**config.mk**
```make
export PLATFORM = sky130hd
export DESIGN_NAME = clk_freq_meter
export DESIGN_NICKNAME = d
export VERILOG_FILES = /design/src/rtl/clk_freq_meter_pkg.sv /design/src/rtl/edge_period_tracker.sv /design/src/rtl/clk_freq_meter.sv
export SDC_FILE = /design/constraint.sdc
export NUM_CORES = 1
export LEC_CHECK = 0
export CAP_MARGIN = 20
export CORE_MARGIN = 5
export CORE_UTILIZATION = 45
export DETAILED_ROUTE_END_ITERATION = 7
export HOLD_SLACK_MARGIN = 0.1
export PLACE_DENSITY = 0.71
export SKIP_LAST_GASP = 1
export SYNTH_ARGS = -nofsm -noshare
export SYNTH_HDL_FRONTEND = slang
export SYNTH_SLANG_ARGS = --single-unit
```
**constraint.sdc**
```tcl
create_clock -name clk -period 4.2 [get_ports clk]
set_input_delay 0.63 -clock clk [delete_from_list [all_inputs] [get_ports clk]]
set_output_delay 0.63 -clock clk [all_outputs]
set_load 0.03 [all_outputs]
```
**src/rtl/clk_freq_meter_pkg.sv**
```systemverilog
// Shared types and helpers for the gated frequency meter.
// The optional period tracking is enabled with FREQ_METER_PERIOD_EN.
package clk_freq_meter_pkg;

    typedef enum logic [1:0] {
        IDLE   = 2'd0,
        RUN    = 2'd1,
        REPORT = 2'd2
    } state_t;

    localparam int DEF_CNT_W  = 16;
    localparam int DEF_GATE_W = 16;

    // Callers zero-extend into 32 bits and truncate the result back to their width.
    function automatic logic [31:0] sat_inc(input logic [31:0] val, input logic [31:0] max_val);
        if (val >= max_val) begin
            return max_val;
        end
        return val + 32'd1;
    endfunction

endpackage

```
**src/rtl/edge_period_tracker.sv**
```systemverilog
// Edge-to-edge period counter with running min/max, used by clk_freq_meter
// only when FREQ_METER_PERIOD_EN is defined.
module edge_period_tracker
    import clk_freq_meter_pkg::*;
#(
    parameter int CNT_W = DEF_CNT_W
) (
    input  logic             clk,
    input  logic             rst_n,
    input  logic             clear,
    input  logic             sample,
    input  logic             rise,
    output logic [CNT_W-1:0] min_next,
    output logic [CNT_W-1:0] max_next
);

    localparam logic [CNT_W-1:0] CNT_MAX = '1;

    logic             armed;
    logic             have_period;
    logic [CNT_W-1:0] per_cnt;
    logic [CNT_W-1:0] min_r;
    logic [CNT_W-1:0] max_r;
    logic             period_hit;

    assign period_hit = sample && rise && armed;

    // Values as they stand after this cycle; 0 until two edges have been seen.
    always_comb begin
        min_next = min_r;
        max_next = max_r;
        if (have_period) begin
            if (period_hit && (per_cnt < min_r)) begin
                min_next = per_cnt;
            end
            if (period_hit && (per_cnt > max_r)) begin
                max_next = per_cnt;
            end
        end else if (period_hit) begin
            min_next = per_cnt;
            max_next = per_cnt;
        end else begin
            min_next = '0;
            max_next = '0;
        end
    end

    always_ff @(posedge clk or negedge rst_n) begin
        if (!rst_n) begin
            armed       <= 1'b0;
            have_period <= 1'b0;
            per_cnt     <= '0;
            min_r       <= '0;
            max_r       <= '0;
        end else if (clear) begin
            armed       <= 1'b0;
            have_period <= 1'b0;
            per_cnt     <= '0;
            min_r       <= '0;
            max_r       <= '0;
        end else if (sample) begin
            if (rise) begin
                armed   <= 1'b1;
                per_cnt <= CNT_W'(1);
                if (armed) begin
                    have_period <= 1'b1;
                    min_r       <= min_next;
                    max_r       <= max_next;
                end
            end else if (armed) begin
                per_cnt <= CNT_W'(sat_inc(32'(per_cnt), 32'(CNT_MAX)));
            end
        end
    end

endmodule

```
**src/rtl/clk_freq_meter.sv**
```systemverilog
// Gated frequency meter: counts rising edges of a same-domain divided clock over
// a programmable window. Period min/max tracking is built only with FREQ_METER_PERIOD_EN.
module clk_freq_meter
    import clk_freq_meter_pkg::*;
#(
    parameter int CNT_W  = DEF_CNT_W,
    parameter int GATE_W = DEF_GATE_W
) (
    input  logic              clk,
    input  logic              rst_n,
    input  logic              start,
    input  logic [GATE_W-1:0] gate_len,
    input  logic              clk_div_in,
    input  logic [CNT_W-1:0]  exp_min,
    input  logic [CNT_W-1:0]  exp_max,
    output logic              busy,
    output logic              done,
    output logic [CNT_W-1:0]  edge_cnt,
    output logic [CNT_W-1:0]  min_period,
    output logic [CNT_W-1:0]  max_period,
    output logic              in_range
);

    localparam logic [CNT_W-1:0] CNT_MAX = '1;

    state_t            state;
    state_t            next_state;
    logic              prev;
    logic              rise;
    logic              accept;
    logic              sample;
    logic              load;
    logic              busy_next;
    logic              done_next;
    logic [GATE_W-1:0] remain;
    logic [CNT_W-1:0]  cnt;
    logic [CNT_W-1:0]  cnt_next;
    logic [CNT_W-1:0]  lat_min;
    logic [CNT_W-1:0]  lat_max;

    assign rise     = clk_div_in & ~prev;
    assign accept   = (state == IDLE) && start;
    assign sample   = (state == RUN);
    assign cnt_next = rise ? CNT_W'(sat_inc(32'(cnt), 32'(CNT_MAX))) : cnt;

    // prev runs in every state so an edge on the first RUN cycle is seen correctly.
    always_ff @(posedge clk or negedge rst_n) begin
        if (!rst_n) begin
            prev <= 1'b0;
        end else begin
            prev <= clk_div_in;
        end
    end

    always_ff @(posedge clk or negedge rst_n) begin
        if (!rst_n) begin
            state <= IDLE;
        end else begin
            state <= next_state;
        end
    end

    always_comb begin
        next_state = state;
        case (state)
            IDLE:    if (start) next_state = RUN;
            RUN:     if (remain == '0) next_state = REPORT;
            REPORT:  next_state = IDLE;
            default: next_state = IDLE;
        endcase
    end

    // Decoded from next_state so busy/done can be registered without a cycle of lag.
    always_comb begin
        busy_next = (next_state != IDLE);
        done_next = (next_state == REPORT);
        load      = (state == RUN) && (next_state == REPORT);
    end

    // remain holds cycles left after the current one; a zero gate behaves as one.
    always_ff @(posedge clk or negedge rst_n) begin
        if (!rst_n) begin
            remain  <= '0;
            cnt     <= '0;
            lat_min <= '0;
            lat_max <= '0;
        end else if (accept) begin
            remain  <= (gate_len == '0) ? '0 : gate_len - GATE_W'(1);
            cnt     <= '0;
            lat_min <= exp_min;
            lat_max <= exp_max;
        end else if (sample) begin
            cnt <= cnt_next;
            if (remain != '0) begin
                remain <= remain - GATE_W'(1);
            end
        end
    end

    always_ff @(posedge clk or negedge rst_n) begin
        if (!rst_n) begin
            busy     <= 1'b0;
            done     <= 1'b0;
            edge_cnt <= '0;
            in_range <= 1'b0;
        end else begin
            busy <= busy_next;
            done <= done_next;
            if (load) begin
                edge_cnt <= cnt_next;
                in_range <= (cnt_next >= lat_min) && (cnt_next <= lat_max);
            end
        end
    end

`ifdef FREQ_METER_PERIOD_EN
    logic [CNT_W-1:0] min_next;
    logic [CNT_W-1:0] max_next;

    edge_period_tracker #(
        .CNT_W (CNT_W)
    ) u_tracker (
        .clk      (clk),
        .rst_n    (rst_n),
        .clear    (accept),
        .sample   (sample),
        .rise     (rise),
        .min_next (min_next),
        .max_next (max_next)
    );

    always_ff @(posedge clk or negedge rst_n) begin
        if (!rst_n) begin
            min_period <= '0;
            max_period <= '0;
        end else if (load) begin
            min_period <= min_next;
            max_period <= max_next;
        end
    end
`else
    assign min_period = '0;
    assign max_period = '0;
`endif

endmodule

```
Word-level counts from Yosys, hierarchy flattened. Index checks and enable logic that the tools add are counted.

Add/subtract/negate cells: 3. Magnitude comparators: 3. Equal/unequal tests: 2. Mux-type cells: 13. Bitwise logic cells: 2. Reduce and logical (&&, ||, !) cells: 11.

Operator list (count): $mux 16 (9); $logic_not 16->1 (2); $sub 16x1->16 const B (2); $add 16x1->16 const B (1); $ge 16x16->1 (1); $ge 16x16->1 const B (1); $le 16x16->1 (1); $reduce_bool 16->1 (1); $reduce_bool 2->1 (3); $mux 2 (2); $pmux 2 s2 (1); $logic_and 1x1->1 (3); $eq 2x1->1 const B (1); $eq 2x2->1 const B (1); $logic_not 2->1 (1); $reduce_and 2->1 (1); $and 1x1->1 (1); $mux 1 (1); $not 1->1 (1).

Flip-flop bits (word level): 86. Bits of input ports: 52. Output and inout bits: 51. Word-level logic and storage cells: 44.

Depth between registers and ports, before layout.
Depth after elaboration: 6. Gate-level depth with buffers: 12. Depth with buffers taken out: 12.

Worst setup path after synthesis. Ideal clock, no wire load.

Kind: input port to flip-flop. Start: input clk_div_in. End: register in_range. Library setup time: 95 ps. Arrival time: 3066 ps. Slack: 1038 ps. Cell stages on the path: 11. Buffers on the path: 0. Path through: and4b_1 -> or4b_1 -> or3_1 -> and3_1 -> inv_1 -> ha_1 -> nand4_1 -> nor2_1 -> a221o_1 -> o31a_1 -> o31ai_1.

Longest elaborated chain between the ends: 4.

Ends and longest elaborated chain: start: declaration (RTL line clk_freq_meter.sv:13) `input logic clk_div_in,`; $and 1x1->1 (*) (RTL line clk_freq_meter.sv:41) `assign rise = clk_div_in & ~prev;`; $mux 16 (*) (RTL line clk_freq_meter.sv:44) `assign cnt_next = rise ? CNT_W'(sat_inc(32'(cnt), 32'(CNT_MAX))) : cnt;`; named net cnt_next[15] (RTL line clk_freq_meter.sv:37) `logic [CNT_W-1:0] cnt_next;`; $ge 16x16->1 / $le 16x16->1 (equally long branches) (RTL line clk_freq_meter.sv:111) `in_range <= (cnt_next >= lat_min) && (cnt_next <= lat_max);`; $logic_and 1x1->1 (*) (RTL line clk_freq_meter.sv:111); end signal: assignment (RTL line clk_freq_meter.sv:111); end: declaration (RTL line clk_freq_meter.sv:21) `output logic in_range`.

The timed path passes the listed nets; every way through them passes the cells marked *. A chain may end at the register's enable or synchronous reset.

Final worst setup path. Same ends and word-level chain as after synthesis.

==> flow_summary.ini <==
[worst_setup_path]
crit_end = in_range$_DFFE_PN0P_
slowest_delay_ns = 0.52
cp.depth = 12
cp.buffers_inverters = 2
critPathTopFamily = simple AND/OR/NAND/NOR gates
r2r-end = in_range$_DFFE_PN0P_
endpoint_kind = flip-flop
critPathMaxFanout = 6
cp.arrival_ns = 3.85
critical_path.cell_chain = clkdlybuf4s50_1 > and4b_1 > or4b_1 > or3_1 > and3_1 > inv_1 > ha_1 > nand4_1 > nor2_1 > a221o_1 > o31a_1 > o31ai_1
worstSetupStartpointType = primary input
r2r_slack_ns = 0.88
rr_worst_depth = 13
path_class = primary input to flip-flop
crit_start = clk_div_in
critPathSlowestCell = clkdlybuf4s50_1
cp_data_required_time_ns = 4.45
regToRegStartpoint = cnt[0]$_DFFE_PN0P_

[floorplan]
rows = 39
ios = 103
fp.dieH_um = 117
initial_core_util_pct = 45.3
dieArea_um2 = 13600
dieWidth_um = 117
core-area_um2 = 11300

[power_and_ir_drop]
p_leak_nw = 2.78
ir_drop_uv = 333
clockPowerShare_pct = 24.4
power_density_nw_per_um2 = 570
p_seq_share_pct = 38.0
switching_share_pct = 37.1
p_int_mw = 2.22
combPwrFrac_pct = 37.6
p_switching_mw = 1.31

[layout]
fillers = 1038
diodes = 0
multi_input_area_um2 = 2610
regArea_um2 = 2150
drive_gt1_share_pct = 5.80
final_cells = 781
final_cell_mix = dfrtp_1 (86), clkdlybuf4s50_1 (69), nand2_1 (68), o21ai_0 (63), inv_1 (42)
layout_commonest_cell = dfrtp_1
num-nets-final = 720
syn2layout_area_growth_pct = 20.7

[synthesis]
synth-main-ff-cell = dfrtp_1
postSynth.asyncResetShare_pct = 100
synth-seq-cells = 86
synthDistinctLibCells = 61
yosysSeqAreaShare_pct = 41.9
synth_area_per_cell_um2 = 9.10
ys_warn_count = 0
postSynthCellCount = 564
syn_area_um2 = 5130
synth_edf_count = 0

[routing]
highest_layer = met4
drt_iter0_markers = 258
route.detailed.drc = 0
via_count = 4250
routedWlPerCell_um = 15.9
wl_met1_mm = 5.42
viasPerCell = 5.44
wl_met3_um = 645
detail_route.first_pass.iterations = 4
ant_nets = 0
met2_length_mm = 6.03
routed_wl_mm = 12.4

[placement]
place_inst = 765
dp_slack_ns = 0.267
port_buffers = 70
hpwl_mm = 9.35
place_congestion = 0.903

[timing]
slew_headroom_pct = 39.9
tightestPinTransition_ns = 0.898
setup_viol = 0
hold_ws_ns = 0.284
skew_ns = 0.00827
rsz0062_at_grt = false
hold_viol = 0
fin_crit_ns = 3.60
max_clock_freq_mhz = 278
finalWorstSetupSlack_ns = 0.598
fin_crit_sh_pct = 85.8
finalSetupTns_ns = 0
slew_viol_final = 0

[clock_tree]
holdBufCountCts = 0
numCtsBuffers = 9
clkSlewWorstSetupHoldPaths_ns = 0.07
clock-sinks = 86
root_buffer = clkbuf_16
cts_tree = done
clock_latency_ns = 0.34
clock_path_buffers = 2
post-cts-setup-buffer-count = 0
h-tree-depth = 3
cts.repair.resized = 0

[grt]
overflow = 0
grt_pass1_wl_mm = 20.2
grt_usage_pct = 18.8
grt_max_degree = 82
antenna_found_initial = 0
grt_pass1_vias = 4131

[flow_run]
drv_cap = 0

[run_status]
run_status = completed

[min_path]
hp-class = primary input to asynchronous set/reset pin
[metal layers]
metal	GRT usage, %	vias to the layer above
met5	0	-
met2	30.6	126
met4	8.49	0
met3	3.03	26
li1	-	2078
met1	24.7	2020
[state kept, by name, summed over array words and instances (netlist names)]
name,count
done,1
cnt,16
prev,1
lat_min,16
busy,1
state,2
edge_cnt,16
remain,16
lat_max,16
in_range,1
[Yosys cell counts (2+ instances only)]
cell / instances / area (um2)
mux2_2: 3 / 33.8
nor4_1: 6 / 37.5
inv_1: 42 / 158
buf_1: 2 / 7.51
nor2b_1: 2 / 12.5
and3_1: 3 / 18.8
a211oi_1: 2 / 15.0
nor2_1: 28 / 105
o211ai_1: 5 / 37.5
nand4_1: 11 / 68.8
xor2_1: 15 / 131
or4_1: 7 / 52.6
a21boi_0: 2 / 15.0
or4b_2: 2 / 20.0
o221ai_1: 2 / 17.5
o31a_1: 2 / 17.5
nand2_1: 68 / 255
a31oi_1: 11 / 68.8
ha_1: 35 / 438
xnor2_1: 8 / 70.1
a32oi_1: 2 / 17.5
o21ai_0: 63 / 315
a21o_1: 4 / 30.0
nand2b_1: 4 / 25.0
clkbuf_1: 14 / 52.6
a221oi_1: 2 / 17.5
dfrtp_1: 86 / 2150
a22o_1: 16 / 140
nor3_1: 11 / 55.1
a21oi_1: 17 / 85.1
or3_1: 7 / 43.8
buf_4: 32 / 240
and4_1: 2 / 17.5
o22ai_1: 3 / 18.8
nand3_1: 12 / 60.1
buf_2: 3 / 15.0
o21a_1: 5 / 37.5
a22oi_1: 2 / 15.0
[logic make-up after synthesis]
group                      Yosys count  share of synthesized area (%)
AOI/OAI and AO/OA                  147                           18.1
xor gates and xnor gates            23                           3.93
adders and majority gates           35                           8.53
buffers and inverters               95                           9.51
DFF                                 86                           41.9
muxes                                4                          0.853
other                                1                         0.0731
and+or+nand+nor                    173                           17.1
[power groups by stage]
| stage | combinational (mW) | sequential (mW) | clock, mW |
|---|---|---|---|
| floorplan | 0.830 | 1.41 | 0 |
| global placement | 1.30 | 1.34 | 0 |
| detailed placement | 1.33 | 1.35 | 0 |
| CTS | 1.34 | 1.34 | 0.871 |
| global route | 1.50 | 1.38 | 0.918 |
| finish | 1.33 | 1.34 | 0.862 |
[worst reg2reg max path, cell delays in order, from the launching register on]
cell      delay (ns)
dfrtp_1         0.41
ha_1            0.21
nand3b_1        0.20
nor4_1          0.36
buf_4           0.19
nand3_1         0.13
xnor2_1         0.24
nand2_1         0.13
ha_1            0.32
nand4_1         0.15
nor4_1          0.41
a21boi_0        0.23
o31a_1          0.16
o31ai_1         0.06
[worst min path at each step]
stage	start	endpoint	slack, ns	cells after the start
after floorplan	rst_n	busy$_DFF_PN0_	0.33	0
after global placement	lat_min[0]$_DFFE_PN0P_	lat_min[0]$_DFFE_PN0P_	0.46	2
after detailed placement	lat_min[0]$_DFFE_PN0P_	lat_min[0]$_DFFE_PN0P_	0.48	2
after CTS	rst_n	lat_min[11]$_DFFE_PN0P_	0.30	1
after global routing	rst_n	lat_max[11]$_DFFE_PN0P_	0.33	1
final	rst_n	lat_min[14]$_DFFE_PN0P_	0.28	1
[per-stage QoR]
| stage | instance area [um2] | util, % | total power [mW] |
|---|---|---|---|
| after floorplan | 5250 | - | 2.24 |
| after CTS | 6190 | 54.7 | 3.55 |
| after global routing | 6190 | 54.7 | 3.80 |
| after global placement | 5870 | 51.9 | 2.64 |
| final | 6190 | 54.7 | 3.53 |
| after detailed placement | 5870 | 51.9 | 2.68 |
[layout make-up]
cell class | count | share of cell area, %
multi-input cells | 414 | 42.2
inverters | 43 | 2.61
repair buffers | 79 | 12.4
well taps | 143 | 2.89
clock buffers | 9 | 3.64
clock inverters | 7 | 1.58
flip-flops and latches | 86 | 34.7
Note: power is estimated with default switching activity, not from simulation.
